### config.mk
export PLATFORM = sky130hd
export DESIGN_NAME = bth_div_gen
export DESIGN_NICKNAME = d
export VERILOG_FILES = /design/src/rtl/bth_div_gen.sv
export SDC_FILE = /design/constraint.sdc
export NUM_CORES = 1
export LEC_CHECK = 0
export ABC_AREA = 0
export CORE_UTILIZATION = 59
export DETAILED_ROUTE_END_ITERATION = 16
export GPL_TIMING_DRIVEN = 0
export PLACE_DENSITY = 0.84
export RECOVER_POWER = 25
export SLEW_MARGIN = 15
export SYNTH_ARGS = -nofsm -noshare
export SYNTH_HDL_FRONTEND = slang
export SYNTH_SLANG_ARGS = --single-unit
### constraint.sdc
create_clock -name clk -period 4.1 [get_ports clk]
set_input_delay 1.025 -clock clk [delete_from_list [all_inputs] [get_ports clk]]
set_output_delay 1.025 -clock clk [all_outputs]
set_load 0.1 [all_outputs]
### src/rtl/bth_div_gen.sv
// bth_div_gen: sequential signed integer divider (restoring shift-subtract).
//
// Divides two WIDTH-bit two's-complement operands. Each division takes
// WIDTH iteration cycles on the operand magnitudes plus one sign-fixup
// cycle. A start/busy/done handshake matches the companion Booth multiplier.
//
// Ports:
//   clk    in   rising-edge clock
//   rst    in   asynchronous active-low reset
//   start  in   request, sampled only when idle
//   inp_n  in   dividend (WIDTH, two's complement)
//   inp_d  in   divisor  (WIDTH, two's complement)
//   quot   out  quotient  (truncated toward zero)
//   rem    out  remainder (sign of the dividend)
//   busy   out  high while a division is in progress
//   done   out  one-cycle pulse when quot/rem/dz update
//   dz     out  divide-by-zero flag for the last result
module bth_div_gen #(
    parameter int WIDTH = 4
) (
    input  logic             clk,
    input  logic             rst,
    input  logic             start,
    input  logic [WIDTH-1:0] inp_n,
    input  logic [WIDTH-1:0] inp_d,
    output logic [WIDTH-1:0] quot,
    output logic [WIDTH-1:0] rem,
    output logic             busy,
    output logic             done,
    output logic             dz
);

    localparam int CW = $clog2(WIDTH + 1);

    typedef enum logic [1:0] {IDLE, RUN, FIX} state_t;

    state_t           r_state;
    logic [WIDTH-1:0] r_q;       // dividend magnitude, shifts into quotient
    logic [WIDTH-1:0] r_m;       // divisor magnitude
    logic [WIDTH-1:0] r_a;       // partial remainder
    logic [WIDTH-1:0] r_n_raw;   // raw dividend, returned as rem on /0
    logic [CW-1:0]    r_cnt;
    logic             r_sn;
    logic             r_sd;
    logic             r_zero;

    logic [WIDTH-1:0] w_n_abs;
    logic [WIDTH-1:0] w_d_abs;
    logic [WIDTH:0]   w_shift;
    logic [WIDTH:0]   w_t;

    // Unsigned negation: the most-negative value maps to 2^(WIDTH-1).
    assign w_n_abs = inp_n[WIDTH-1] ? -inp_n : inp_n;
    assign w_d_abs = inp_d[WIDTH-1] ? -inp_d : inp_d;

    // The partial remainder always stays below m <= 2^(WIDTH-1), so its
    // (WIDTH+1)-th bit is always zero and only WIDTH bits are stored.
    assign w_shift = {r_a, r_q[WIDTH-1]};
    assign w_t     = w_shift - {1'b0, r_m};

    always_ff @(posedge clk or negedge rst) begin
        if (!rst) begin
            r_state <= IDLE;
            r_q     <= '0;
            r_m     <= '0;
            r_a     <= '0;
            r_n_raw <= '0;
            r_cnt   <= '0;
            r_sn    <= 1'b0;
            r_sd    <= 1'b0;
            r_zero  <= 1'b0;
            quot    <= '0;
            rem     <= '0;
            busy    <= 1'b0;
            done    <= 1'b0;
            dz      <= 1'b0;
        end else begin
            done <= 1'b0;
            case (r_state)
                IDLE: begin
                    if (start) begin
                        r_q     <= w_n_abs;
                        r_m     <= w_d_abs;
                        r_sn    <= inp_n[WIDTH-1];
                        r_sd    <= inp_d[WIDTH-1];
                        r_zero  <= (inp_d == '0);
                        r_n_raw <= inp_n;
                        r_a     <= '0;
                        r_cnt   <= CW'(WIDTH);
                        busy    <= 1'b1;
                        r_state <= RUN;
                    end
                end
                RUN: begin
                    // Non-negative trial difference: keep it, quotient bit 1.
                    if (!w_t[WIDTH]) begin
                        r_a <= w_t[WIDTH-1:0];
                        r_q <= {r_q[WIDTH-2:0], 1'b1};
                    end else begin
                        r_a <= w_shift[WIDTH-1:0];
                        r_q <= {r_q[WIDTH-2:0], 1'b0};
                    end
                    r_cnt <= r_cnt - CW'(1);
                    if (r_cnt == CW'(1)) begin
                        r_state <= FIX;
                    end
                end
                FIX: begin
                    if (r_zero) begin
                        quot <= '1;
                        rem  <= r_n_raw;
                    end else begin
                        quot <= (r_sn ^ r_sd) ? -r_q : r_q;
                        rem  <= r_sn ? -r_a : r_a;
                    end
                    dz      <= r_zero;
                    done    <= 1'b1;
                    busy    <= 1'b0;
                    r_state <= IDLE;
                end
                default: r_state <= IDLE;
            endcase
        end
    end

endmodule

==> results by group <==
Cells and area
  – Util after Layout: 77.06%
  – Fill cells: 212
  – Most frequent cells in the layout: 34 x dfrtp_1, 25 x nand2_1, 20 x clkdlybuf4s50_1
  – Area delta synth->final: 19.20%
  – Final #Nets: 245
  – N_diodes: 0
  – Share of cells above drive strength 1: 4.911%
  – Most common cell after layout, fill and taps aside: dfrtp_1

Critical path
  – Worst Path Class, Setup: flip-flop to output port
  – Crit-path max cell delay: 1150 ps
  – CP max FO: 2
  – Slowest CP cell: clkdlybuf4s50_1
  – Req. time, crit path: 3070 ps
  – Crit path launch type: flip-flop
  – Crit path arrival time: 1880 ps
  – Cell chain of the critical path: clkdlybuf4s50_1
  – CP top delay family: buffers and inverters
  – Worst Setup End Kind: output port
  – CP bufs+invs: 1

STA
  – Min Hold Slack: 485.7 ps
  – Fin worst setup slack: 1198 ps
  – Slew @ Worst Pin: 1756 ps
  – RSZ-0062 raised after global routing: false
  – Max Freq: 0.3446 GHz
  – Setup violators final: 0
  – Setup TNS: 0 ps
  – Max Slew Vio Count: 35
  – Fin Clk Skew: 14.00 ps
  – Post-route clock period utilization: 70.78%
  – Fin crit period: 2902 ps
  – Final hold violation count: 0
  – Slew margin rel.: -17.09%

Route
  – Drt pass-1 iters: 11
  – Routed Antenna Nets: 0
  – Initial DRC Count: 96
  – Drt via density: 6.133
  – Wire length per cell: 16.08 µm
  – DR vias: 1,564
  – Remaining DRCs: 2
  – Final wirelength: 4100 µm

Synth
  – Yosys reg bits: 34
  – Yosys top cell by area: dfrtp_1
  – Yosys cell types: 45
  – Top_reg_cell synth: dfrtp_1
  – Synth Net Count: 217
  – Cells after Synth: 195
  – Sequential share of the synthesized area: 46.13%
  – Syn Area/Cell: 9.458 µm²
  – Top-area cell type share of the netlist area: 46.13%
  – Post-synth ARST share: 100.0%
  – Post-Syn Area: 0.001844 mm²
  – Top cells by area in the synthesized netlist: dfrtp_1 46%, ha_1 6.8%, nand2_1 5.1%
  – Number of synthesis warnings: 0
  – Post-synth EDFFs: 0

Floorplan
  – DIE AREA: 0.003354 mm²
  – Initial Util: 64.65%
  – Die height: 57.91 µm
  – Die Wd: 57.91 µm
  – Core area: 0.002853 mm²
  – Std cell rows: 19
  – I/O pins: 22

Job
  – Number of max-cap violations: 1

Placed design
  – DPL Wire Length: 2975 µm
  – DP Worst Slack: 1257 ps
  – Port bufs: 21
  – Routability cong.: 0.8819

Clock tree
  – Num CTS Buffers: 5
  – H-tree levels: 2
  – Worst-path clk slew: 100 ps
  – # Post-CTS Setup Buffers: 0
  – CTS Sinks: 34
  – Clock latency on the worst-skew pair: 350 ps
  – Hold-fix buffers, CTS: 0
  – CTS max path bufs: 2
  – CTS tree: done
  – Root Buffer: clkbuf_4
  – Post-cts resize count: 0

Global routing
  – Gr ovfl total: 0
  – Total track usage: 28.39%
  – First-pass GRT wire length: 7031 µm
  – Largest net degree at the start of global routing: 35
  – Vias in the first global route: 1,581
  – Antenna violations before repair: 0

Worst hold path
  – Worst min path class: flip-flop to flip-flop

Run status
  – Status: complete, but fails checks
  – Failing checks: design-rule violations, max-capacitance violations, max-slew violations
[sequential cells by signal, summed over array words and instances, names as in the netlist, 2 cells and up]
name,cells
r_state,2
r_q,4
quot,4
r_cnt,3
r_m,4
r_a,4
r_n_raw,4
rem,4
[per-layer routing]
layer | routed length, µm | GRT usage, % | vias up
met5 | 0 | 0 | -
met4 | 102 | 14.29 | 0
met3 | 282 | 6.696 | 19
met2 | 2084 | 49.75 | 67
met1 | 1632 | 32.30 | 743
li1 | - | - | 735
[metrics by stage]
stage | instance area [µm²] | cells
detailed placement | 2088 | 247
floorplan | 1844 | 195
CTS | 2200 | 255
global route | 2198 | 255
global placement | 2093 | 247
finish | 2198 | 255
[Yosys cell counts, drive strengths merged (2+ instances only)]
| master | count |
|---|---|
| clkbuf | 6 |
| nor2 | 15 |
| nor2b | 5 |
| a32o | 2 |
| a21oi | 7 |
| nand2 | 25 |
| mux2i | 6 |
| nand3b | 2 |
| nor3 | 2 |
| dfrtp | 34 |
| xnor2 | 6 |
| a22oi | 2 |
| xor2 | 2 |
| ha | 10 |
| nand3 | 3 |
| a31oi | 6 |
| o21ai | 17 |
| a211oi | 2 |
| inv | 19 |
| or3 | 2 |
[final cells by class]
type	count	area, µm²	share of cell area, %
multi-input cells	135	895.9	40.75
flip-flops and latches	34	850.8	38.70
repair buffers	21	203.9	9.277
inverters	20	75.07	3.415
clock inverters	2	60.06	2.732
clock buffers	6	51.30	2.334
well taps	31	38.79	1.764
plain buffers	6	22.52	1.024
[final timing paths]
kind / from / end / slack, ps / cells after the start
setup / recovery: quot[1] / quot[1] / 1200 / 1
hold / removal: rem[1] / rem[1] / 490 / 2
setup reg to reg: r_q[3] / r_a[2] / 1740 / 8
hold reg to reg: rem[1] / rem[1] / 490 / 2
max in group asynchronous: rst / r_m[3] / 1960 / 1
min in group asynchronous: rst / r_q[2] / 1120 / 1
[cells by family after synthesis]
family          after synthesis  synth area share, %
xor+xnor                      8                3.799
compound gates               48                17.50
flops                        34                46.13
mux                           6                3.257
buf+inv                      26                5.292
simple gates                 62                16.15
fa+ha+maj                    11                7.870
Power is left out: the tool's default activity adds up to more than one toggle a clock period on the data nets, which glitch-free logic cannot reach.
